$ cat src/rtl/chunked_wide_adder_pkg.sv
// Shared types and helpers for the chunked wide adder.
package chunked_wide_adder_pkg;

  typedef enum logic [1:0] {
    CWA_IDLE,
    CWA_RUN,
    CWA_DONE
  } cwa_state_t;

  // Chunk index width; at least one bit so CHUNKS=1 still has a register.
  function automatic int unsigned cwa_idx_width(input int unsigned chunks);
    return (chunks > 1) ? $clog2(chunks) : 1;
  endfunction

endpackage

$ cat src/rtl/ripple_carry_adder_using_parameter.sv
// N-bit ripple-carry adder: {cout, sum} = a + b + cin.
module ripple_carry_adder_using_parameter #(
  parameter int unsigned N = 8
) (
  input  logic [N-1:0] a,
  input  logic [N-1:0] b,
  input  logic         cin,
  output logic [N-1:0] sum,
  output logic         cout
);

  always_comb begin
    logic c;
    c   = cin;
    sum = '0;
    for (int i = 0; i < N; i++) begin
      sum[i] = a[i] ^ b[i] ^ c;
      c      = (a[i] & b[i]) | (c & (a[i] ^ b[i]));
    end
    cout = c;
  end

endmodule

$ cat src/rtl/chunked_wide_adder.sv
// Multi-cycle W-bit adder, N bits per cycle LSB chunk first, valid/ready in and out.
// Optional two's-complement overflow output enabled by defining CWA_OVERFLOW_EN.
module chunked_wide_adder
  import chunked_wide_adder_pkg::*;
#(
  parameter int unsigned N      = 8,
  parameter int unsigned CHUNKS = 4,
  localparam int unsigned W     = N * CHUNKS
) (
  input  logic         clk,
  input  logic         rst_n,
  input  logic         in_valid,
  output logic         in_ready,
  input  logic [W-1:0] a,
  input  logic [W-1:0] b,
  input  logic         cin,
  output logic         out_valid,
  input  logic         out_ready,
  output logic [W-1:0] sum,
  output logic         cout,
`ifdef CWA_OVERFLOW_EN
  output logic         ovf,
`endif
  output logic         busy
);

  localparam int unsigned IdxW = cwa_idx_width(CHUNKS);
  localparam logic [IdxW-1:0] LastIdx = IdxW'(CHUNKS - 1);

  cwa_state_t      state_q, state_d;
  logic [IdxW-1:0] idx_q, idx_d;
  logic [W-1:0]    a_q, a_d;
  logic [W-1:0]    b_q, b_d;
  logic            carry_q, carry_d;
  logic [W-1:0]    sum_q, sum_d;
  logic            cout_q, cout_d;

  logic [N-1:0]    chunk_a, chunk_b, chunk_sum;
  logic            chunk_cout;

  assign chunk_a = a_q[idx_q*N +: N];
  assign chunk_b = b_q[idx_q*N +: N];

  ripple_carry_adder_using_parameter #(
    .N(N)
  ) u_chunk_adder (
    .a   (chunk_a),
    .b   (chunk_b),
    .cin (carry_q),
    .sum (chunk_sum),
    .cout(chunk_cout)
  );

`ifdef CWA_OVERFLOW_EN
  logic ovf_q, ovf_d;
`endif

  always_comb begin
    state_d = state_q;
    idx_d   = idx_q;
    a_d     = a_q;
    b_d     = b_q;
    carry_d = carry_q;
    sum_d   = sum_q;
    cout_d  = cout_q;
`ifdef CWA_OVERFLOW_EN
    ovf_d   = ovf_q;
`endif
    unique case (state_q)
      CWA_IDLE: begin
        if (in_valid) begin
          a_d     = a;
          b_d     = b;
          carry_d = cin;
          idx_d   = '0;
          sum_d   = '0;
          cout_d  = 1'b0;
`ifdef CWA_OVERFLOW_EN
          ovf_d   = 1'b0;
`endif
          state_d = CWA_RUN;
        end
      end
      CWA_RUN: begin
        sum_d[idx_q*N +: N] = chunk_sum;
        carry_d             = chunk_cout;
        if (idx_q == LastIdx) begin
          cout_d  = chunk_cout;
`ifdef CWA_OVERFLOW_EN
          // Top chunk's MSB is sum[W-1].
          ovf_d   = (a_q[W-1] == b_q[W-1]) && (chunk_sum[N-1] != a_q[W-1]);
`endif
          state_d = CWA_DONE;
        end else begin
          idx_d = idx_q + 1'b1;
        end
      end
      CWA_DONE: begin
        if (out_ready) state_d = CWA_IDLE;
      end
      default: state_d = CWA_IDLE;
    endcase
  end

  always_ff @(posedge clk or negedge rst_n) begin
    if (!rst_n) begin
      state_q <= CWA_IDLE;
      idx_q   <= '0;
      a_q     <= '0;
      b_q     <= '0;
      carry_q <= 1'b0;
      sum_q   <= '0;
      cout_q  <= 1'b0;
`ifdef CWA_OVERFLOW_EN
      ovf_q   <= 1'b0;
`endif
    end else begin
      state_q <= state_d;
      idx_q   <= idx_d;
      a_q     <= a_d;
      b_q     <= b_d;
      carry_q <= carry_d;
      sum_q   <= sum_d;
      cout_q  <= cout_d;
`ifdef CWA_OVERFLOW_EN
      ovf_q   <= ovf_d;
`endif
    end
  end

  assign in_ready  = (state_q == CWA_IDLE);
  assign out_valid = (state_q == CWA_DONE);
  assign busy      = (state_q != CWA_IDLE);
  assign sum       = sum_q;
  assign cout      = cout_q;
`ifdef CWA_OVERFLOW_EN
  assign ovf       = ovf_q;
`endif

endmodule

$ cat config.mk
export PLATFORM = sky130hd
export DESIGN_NAME = chunked_wide_adder
export DESIGN_NICKNAME = d
export VERILOG_FILES = /design/src/rtl/chunked_wide_adder_pkg.sv /design/src/rtl/ripple_carry_adder_using_parameter.sv /design/src/rtl/chunked_wide_adder.sv
export SDC_FILE = /design/constraint.sdc
export NUM_CORES = 1
export LEC_CHECK = 0
export CORE_ASPECT_RATIO = 1.25
export CORE_MARGIN = 2
export CORE_UTILIZATION = 29
export CTS_CLUSTER_SIZE = 12
export DETAILED_ROUTE_END_ITERATION = 8
export HOLD_SLACK_MARGIN = 0.12
export PLACE_DENSITY = 0.59
export SLEW_MARGIN = 40
export SYNTH_ARGS = -nofsm -noshare
export SYNTH_HDL_FRONTEND = slang
export SYNTH_SLANG_ARGS = --single-unit
export TNS_END_PERCENT = 30
$ cat constraint.sdc
create_clock -name clk -period 13.15 [get_ports clk]
set_clock_uncertainty 0.05 [all_clocks]
set_input_delay 1.9725 -clock clk [delete_from_list [all_inputs] [get_ports clk]]
set_output_delay 1.9725 -clock clk [all_outputs]
set_load 0.1 [all_outputs]
# Word level (Yosys, flattened, before mapping)
# Cells that the tools add are included.
# op_classes
bitwise_logic	40
n_shift	4
n_eq_ne	7
mux	15
addsub	2
n_reduce_logical	8
# ops
operator	n
32-bit case mux with 2 select lines	1
32-bit by 6-bit indexed part select with 8-bit output	2
5-bit negator with 34-bit output	1
8-bit by 34-bit variable shift with 32-bit output, first input constant	1
8-bit by 34-bit indexed part select with 32-bit output	1
32-bit bitwise mux	1
32-bit two-way mux	1
1-bit AND	16
1-bit XOR	16
2-bit two-way mux	5
3-bit AND reduction	3
1-bit OR	8
2-bit != test, second input constant	3
2-bit case mux with 3 select lines	1
2-bit equality test, second input constant	2
1-bit case mux with 2 select lines	2
2-bit case mux with 2 select lines	1
2-bit AND reduction	2
2-bit nonzero test	2
1-bit two-way mux	3
2-bit by 1-bit adder with 2-bit output, second input constant	1
2-bit by 1-bit equality test with 1-bit output, second input constant	1
2-bit logical NOT	1
2-bit by 1-bit != test with 1-bit output, second input constant	1
# totals
wordCells	83
register_bits	102
output_inout_bits	36
input_bits	69

# Depth between registers and ports, before layout
# Gate-level depths: netlist (run 1).
# logic_depth
ltp_word	20
ltp_mapped	17

# Modules after synthesis
# From an unflattened synthesis (run 1), not the netlist that was laid out.
# unflattened
hier_cells	292
hier_area_um2	4825.9
# modules_own_cells
module	area_per_inst_um2	seq_area_each_um2	n_inst	cells_each
chunked_wide_adder	4628.2	2552.4	1	274
ripple_carry_adder_using_parameter	197.7	0.0	1	18

# Worst setup path before layout (run 1)
# Ideal clock, no wire load.
# synth_timing
kind	register -> register
startpoint	register idx_q[1]
endpoint	register sum_q[23], in the netlist sum[23]
path_stages_with_launch	17
arrival_time_ns	4.168
required_time_ns	12.978
setup_time_ns	0.122
setup_slack_ns	8.810
path_cell_list	dfrtp_1 buf_2 buf_2 mux4_2 inv_1 fa_1 fa_1 fa_1 fa_1 fa_1 inv_1 fa_1 inv_1 fa_1 inv_1 fa_1 a22o_1
# synth_between
elab_chain_len	20
elab_cells_between_ends	44
cone_classes	1 x add/sub; 4 x shift; 2 x mux; 37 x bitwise
# synth_rtl
element	line_no	rtl
start, declared	chunked_wide_adder.sv:31	logic [IdxW-1:0] idx_q, idx_d;
start signal, assigned	chunked_wide_adder.sv:119	idx_q <= idx_d;
32-bit by 6-bit indexed part select with 8-bit output (on tied branches)	chunked_wide_adder.sv:41, chunked_wide_adder.sv:42	
1-bit XOR	ripple_carry_adder_using_parameter.sv:17, ripple_carry_adder_using_parameter.sv:18	
1-bit AND	ripple_carry_adder_using_parameter.sv:18	c = (a[i] & b[i]) | (c & (a[i] ^ b[i]));
1-bit OR	ripple_carry_adder_using_parameter.sv:18	
1-bit AND	ripple_carry_adder_using_parameter.sv:18	
1-bit OR	ripple_carry_adder_using_parameter.sv:18	
1-bit AND	ripple_carry_adder_using_parameter.sv:18	
1-bit OR	ripple_carry_adder_using_parameter.sv:18	
[4 not listed]	-	
1-bit AND	ripple_carry_adder_using_parameter.sv:18	
1-bit OR	ripple_carry_adder_using_parameter.sv:18	
1-bit AND	ripple_carry_adder_using_parameter.sv:18	
1-bit OR	ripple_carry_adder_using_parameter.sv:18	
1-bit XOR	ripple_carry_adder_using_parameter.sv:17	sum[i] = a[i] ^ b[i] ^ c;
8-bit by 34-bit indexed part select with 32-bit output	chunked_wide_adder.sv:85	sum_d[idx_q*N +: N] = chunk_sum;
32-bit bitwise mux *	chunked_wide_adder.sv:85	
32-bit case mux with 2 select lines *	chunked_wide_adder.sv:69	unique case (state_q)
end signal, assigned	chunked_wide_adder.sv:123	sum_q <= sum_d;
end, declared	chunked_wide_adder.sv:35	logic [W-1:0] sum_q, sum_d;
# Every way passes the cells marked *; elsewhere a longest branch is shown, timed or not.
# A chain may end at the register's enable or synchronous reset.

# Final worst setup path (run 1)
# layout_timing
startpoint	register idx_q[0]
endpoint	register sum_q[15], in the netlist sum[15]
# Same word-level chain as after synthesis.

==> impl_metrics.py, run 1 <==
metrics = {
    "yosys": {
        "syn_nets": 382,
        "synthTopCellsByCount": "dfrtp_1 (102), mux2_4 (60), o2bb2ai_1 (30), inv_1 (22), mux4_2 (16)",
        "ys_seq_area_frac": 0.530,
        "synth.most_common_cell": "dfrtp_1",
        "synth_area_leaders": "dfrtp_1 (53%), mux2_4 (19%), mux4_2 (7.5%)",
        "yosysUniqueCellTypes": 31,
        "yosysTopAreaCellShare": 0.530,
        "synthArstFlopShare": 1.00,
        "syn_area_per_cell_um2": 16.0,
        "synth_top_area_cell": "dfrtp_1",
        "synth-seq-cells": 102,
        "ys.warnings.count": 0,
        "postSynthCellCount": 301,
        "synth_ff_type": "dfrtp_1",
        "synth_edf_count": 0,
        "netlist_area_um2": 4820,
    },
    "floorplan": {
        "floorplan.die.height_um": 148,
        "num_rows": 52,
        "io_pins": 105,
        "start_util": 0.296,
        "die_area_um2": 17700,
        "die_width_um": 119,
        "core_area_um2": 16300,
    },
    "sta": {
        "rsz0062_at_grt": "false",
        "setup_tns_ps": 0,
        "min_period_over_period": 0.372,
        "finalMaxSlewViolations": 0,
        "finalHoldViolCount": 0,
        "setup_viol": 0,
        "min_period_ps": 4890,
        "slew_headroom": 0.609,
        "tightest_slew_ps": 586,
        "fmax_mhz": 204,
    },
    "layout": {
        "final_area_um2": 6170,
        "regArea_um2": 2550,
        "post-route-util": 0.379,
        "final_layout_size_suffix_gt1_frac": 0.341,
        "fill_cells": 1554,
        "multi_input_area_um2": 2030,
        "layout.nets": 487,
        "area_growth_pct": 28.0,
        "diodes": 0,
    },
    "route": {
        "drt_iter0_markers": 191,
        "drt-vias-per-instance": 4.59,
        "drcViolationCount": 0,
        "dr.pass1.iters": 4,
        "routed_wirelength_mm": 10.9,
        "dr_total_vias": 2862,
        "final_antenna_net_count": 0,
        "wl_per_cell_um": 17.5,
    },
    "setup_path": {
        "path_class": "reg -> reg",
        "r2r_start": "idx_q[0]$_DFFE_PN0P_",
        "worstPathMaxFanout": 13,
        "critPathSlowestCell": "dfrtp_1",
        "max_stage_delay_ps": 720,
        "startpoint": "idx_q[0]$_DFFE_PN0P_",
        "endpoint_kind": "flip-flop",
        "arrival_ps": 5050,
        "cp-start-kind": "flip-flop",
        "required_ps": 13310,
        "path_common_cell": "fa_1",
        "path_cells": "buf_4 -> mux4_2 -> inv_1 -> fa_1 -> fa_1 -> fa_1 -> fa_1 -> fa_1 -> inv_1 -> fa_1 -> inv_1 -> fa_1 -> inv_1 -> fa_1 -> inv_1 -> o2bb2ai_1",
    },
    "global_route": {
        "grt_use_total": 0.128,
        "grt_pass1_wl_mm": 17.6,
        "grt_pass1_vias": 3108,
        "antenna_found_initial": 0,
        "grt_max_degree": 81,
        "globalRouteOverflowTotal": 0,
    },
    "outcome": {
        "status": "completed",
    },
    "clock_tree": {
        "htree_levels": 3,
        "cts_buffers": 9,
        "clock_latency_ps": 340,
        "ctsLongestPathBuffers": 2,
        "cts_resized": 0,
        "hold_buffers": 0,
        "post_cts_buffers": 0,
        "cts_tree": "yes",
        "root_buffer": "clkbuf_16",
        "clk_pin_slew_ps": 70,
        "clock_sinks": 102,
    },
    "place": {
        "numPortBuffers": 104,
        "gp_congestion": 0.813,
        "place_area_um2": 5870,
        "hpwlAfterDp_mm": 8.19,
    },
    "min_path": {
        "hold_path_class": "reg -> reg",
        "min_from": "sum[1]$_DFFE_PN0P_",
    },
    "flow_run": {
        "drv_cap": 0,
    },
}
per-stage QoR:
stage	std cells	hold slack, ps	setup slack [ps]
after floorplan	301	400	8810
after global placement	608	427	8340
after detailed placement	610	423	8220
after CTS	623	443	8210
after global routing	624	459	7950
final	624	444	8260
final timing paths:
| kind | endpoint | slack, ps | cells after the start |
|---|---|---|---|
| min in group asynchronous | sum[29]$_DFFE_PN0P_ | 1460 | 1 |
| setup reg to reg | sum[15]$_DFFE_PN0P_ | 8260 | 16 |
| hold reg to reg | sum[1]$_DFFE_PN0P_ | 440 | 1 |
| max in group asynchronous | b_q[17]$_DFFE_PN0P_ | 10720 | 3 |
| hold / removal | sum[1]$_DFFE_PN0P_ | 440 | 1 |
| setup / recovery | sum[15]$_DFFE_PN0P_ | 8260 | 16 |
kinds of logic (layout without fill, tap and decap cells):
family,after synthesis,in the layout,synth area share
compound gates,44,44,0.0763
simple gates,22,22,0.0262
mux,82,82,0.275
fa+ha+maj,12,12,0.0436
buf+inv,39,146,0.0488
flops,102,102,0.530
worst max-delay path: cells and delay by family, from the launching register on:
| kind | cells | cell delay, ps |
|---|---|---|
| AOI/OAI and AO/OA | 1 | 70 |
| muxes | 1 | 260 |
| adders and majority gates | 8 | 2910 |
| buffers and inverters | 6 | 740 |
| DFF | 1 | 720 |
routing by layer:
metal / vias up / track usage / routed length (µm)
li1: 1294 / - / -
met1: 1459 / 0.180 / 5060
met2: 99 / 0.201 / 5150
met3: 10 / 0.0280 / 566
met4: 0 / 0.0371 / 131
met5: - / 0 / 0
cell type report:
type,count,area share
inverters,23,0.0140
repair buffers,110,0.154
multi-input cells,160,0.329
flip-flops and latches,102,0.414
clock buffers,11,0.0393
clock inverters,2,0.00568
well taps,216,0.0438
cell usage in the layout (no fill, tap or decap), types with 3 or more instances in the layout:
cell             instances
a21o_1                   4
a22o_1                   6
buf_2                   36
buf_4                    3
clkbuf_16                9
clkdlybuf4s50_1         67
dfrtp_1                102
fa_1                     8
ha_1                     4
inv_1                   22
mux2_2                   5
mux2_4                  60
mux4_2                  16
nand2_1                  6
nor2b_1                  3
o2bb2ai_1               30
flip-flops by register name, summed over array words and instances, names as in the netlist:
register	count
state_q	2
cout	1
sum	32
a_q	32
b_q	32
carry_q	1
idx_q	2
Power of run 1 is left out: the tool's default activity adds up to more than one toggle a clock period on the data nets, which glitch-free logic cannot reach.
==> run 2: changes to the inputs <==
--- a/config.mk
+++ b/config.mk
@@ -11,7 +11,7 @@
 export CTS_CLUSTER_SIZE = 12
 export DETAILED_ROUTE_END_ITERATION = 8
 export HOLD_SLACK_MARGIN = 0.12
-export PLACE_DENSITY = 0.59
+export PLACE_DENSITY = 0.6
 export SLEW_MARGIN = 40
 export SYNTH_ARGS = -nofsm -noshare
 export SYNTH_HDL_FRONTEND = slang
==> constraint.sdc (replaced) <==
create_clock -name clk -period 3.95 [get_ports clk]
set_clock_uncertainty 0.05 [all_clocks]
set_input_delay 0.5925 -clock clk [delete_from_list [all_inputs] [get_ports clk]]
set_output_delay 0.5925 -clock clk [all_outputs]
set_load 0.1 [all_outputs]
==> impl_metrics.py, run 2 (synthesized netlist as in run 1, its figures left out) <==
metrics = {
    "outcome": {
        "status": "finished, violations left",
        "violations": "negative setup slack",
    },
    "global_route": {
        "antenna_found_initial": 0,
        "grt_pass1_wl_mm": 17.7,
        "grt_pass1_vias": 3150,
        "grt_max_degree": 48,
        "globalRouteOverflowTotal": 0,
        "grt_use_total": 0.131,
    },
    "layout": {
        "layout.nets": 493,
        "fill_cells": 1595,
        "mostFrequentLayoutCells": "dfrtp_1 (101), clkdlybuf4s50_1 (67), mux2_4 (60), buf_2 (35), o2bb2ai_1 (30)",
        "diodes": 0,
        "final_layout_size_suffix_gt1_frac": 0.376,
        "area_growth_pct": 29.6,
        "multi_input_area_um2": 2050,
        "regArea_um2": 2550,
        "final_cells": 633,
        "layout_commonest_cell": "dfrtp_1",
    },
    "clock_tree": {
        "clk_pin_slew_ps": 70,
        "root_buffer": "clkbuf_16",
        "clock_sinks": 102,
        "cts_buffers": 9,
        "ctsLongestPathBuffers": 2,
        "htree_levels": 3,
        "clock_latency_ps": 340,
        "cts_tree": "yes",
    },
    "sta": {
        "setup_tns_ps": -200,
        "slew_headroom": 0.599,
        "tightest_slew_ps": 601,
        "min_period_over_period": 1.02,
        "setup_slack_ps": -72.5,
        "rsz0062_at_grt": "true",
        "min_period_ps": 4020,
        "finalMaxSlewViolations": 0,
        "fmax_mhz": 249,
        "setup_viol": 4,
        "finalHoldViolCount": 0,
    },
    "flow_run": {
        "drv_cap": 0,
    },
    "place": {
        "hpwlAfterDp_mm": 8.40,
        "numPortBuffers": 104,
        "placed_cells": 615,
        "gp_congestion": 0.776,
    },
    "setup_path": {
        "path_cells": "mux4_2 -> inv_2 -> fa_2 -> fa_2 -> fa_2 -> fa_2 -> fa_2 -> inv_2 -> fa_1 -> inv_1 -> fa_2 -> inv_2 -> fa_1 -> a22o_1",
        "path_buf_inv": 4,
        "required_ps": 4130,
        "reg2regPathDepth": 14,
        "cp-start-kind": "flip-flop",
        "cp.depth": 14,
        "critPathSlowestCell": "dfrtp_2",
        "worstPathMaxFanout": 4,
        "endpoint_kind": "flip-flop",
        "arrival_ps": 4200,
        "path_delay_family": "adder cells",
        "path_class": "reg -> reg",
        "max_stage_delay_ps": 440,
        "path_common_cell": "fa_2",
    },
    "floorplan": {
        "floorplan.die.height_um": 148,
        "die_width_um": 119,
        "io_pins": 105,
        "core_area_um2": 16300,
        "die_area_um2": 17700,
        "start_util": 0.296,
        "num_rows": 52,
    },
    "route": {
        "dr_total_vias": 2928,
        "routed_wirelength_mm": 11.1,
        "drt_iter0_markers": 176,
        "final_antenna_net_count": 0,
        "dr.pass1.iters": 4,
        "wl_per_cell_um": 17.5,
        "drt-vias-per-instance": 4.63,
        "drcViolationCount": 0,
    },
    "min_path": {
        "hold_path_depth": 1,
        "hold_path_class": "reg -> reg",
    },
}
[run 2: changes by cell type in the layout (fill, tap and decap cells not counted), moves of 3 or more]
cell and change:
inv_2 +3, buf_4 +9, fa_2 +6, fa_1 -6, clkinvlp_4 +3, inv_1 -3
[run 2: path summary, 6_finish.rpt]
path,to,slack [ps],from
min,sum[30]$_DFFE_PN0P_,430,sum[30]$_DFFE_PN0P_
max reg2reg,sum[23]$_DFFE_PN0P_,-70,idx_q[0]$_DFFE_PN0P_
max,sum[23]$_DFFE_PN0P_,-70,idx_q[0]$_DFFE_PN0P_
max in group asynchronous,idx_q[0]$_DFFE_PN0P_,2260,rst_n
min in group asynchronous,b_q[22]$_DFFE_PN0P_,650,rst_n
min reg2reg,sum[30]$_DFFE_PN0P_,430,sum[30]$_DFFE_PN0P_
[run 2: repair_timing]
item,in CTS,in global routing
hold endpoints to repair,20,0
resized for setup,6,0
hold buffers,1,0
pin swaps,2,0
endpoints found under the setup margin,4,4
setup buffers,1,0
[run 2: per-stage QoR]
stage / setup slack (ps) / util / hold slack [ps] / instance area (µm²)
3_3_place_gp: -157 / 0.373 / 425 / 6070
3_5_place_dp: -220 / 0.363 / 422 / 5900
5_1_grt: -205 / 0.384 / 461 / 6250
4_1_cts: -87.5 / 0.384 / 441 / 6250
6_report: -72.5 / 0.384 / 434 / 6250
2_1_floorplan: -174 / - / 247 / 4850
[run 2: layer usage]
layer	routed length [µm]	global-route usage	vias to the layer above
met3	571	0.0261	14
li1	-	-	1309
met4	229	0.0529	0
met5	0	0	-
met2	5280	0.211	109
met1	4980	0.174	1496
[run 2: cell type report]
| cell class | count | share of cell area |
|---|---|---|
| multi-input combinational | 160 | 0.328 |
| sequential | 102 | 0.409 |
| clock inverter | 5 | 0.0132 |
| clock buffer | 11 | 0.0388 |
| timing repair buffer | 116 | 0.155 |
| inverter | 23 | 0.0138 |
| tap | 216 | 0.0433 |
[run 2: worst reg2reg max path, stage by stage, from the launching register on]
cell and delay (ps):
dfrtp_2 440, mux4_2 350, inv_2 40, fa_2 350
fa_2 350, fa_2 340, fa_2 350, fa_2 340
inv_2 60, fa_1 150, inv_1 50, fa_2 330
inv_2 60, fa_1 430, a22o_1 210
Power of run 2 is left out for the same reason.
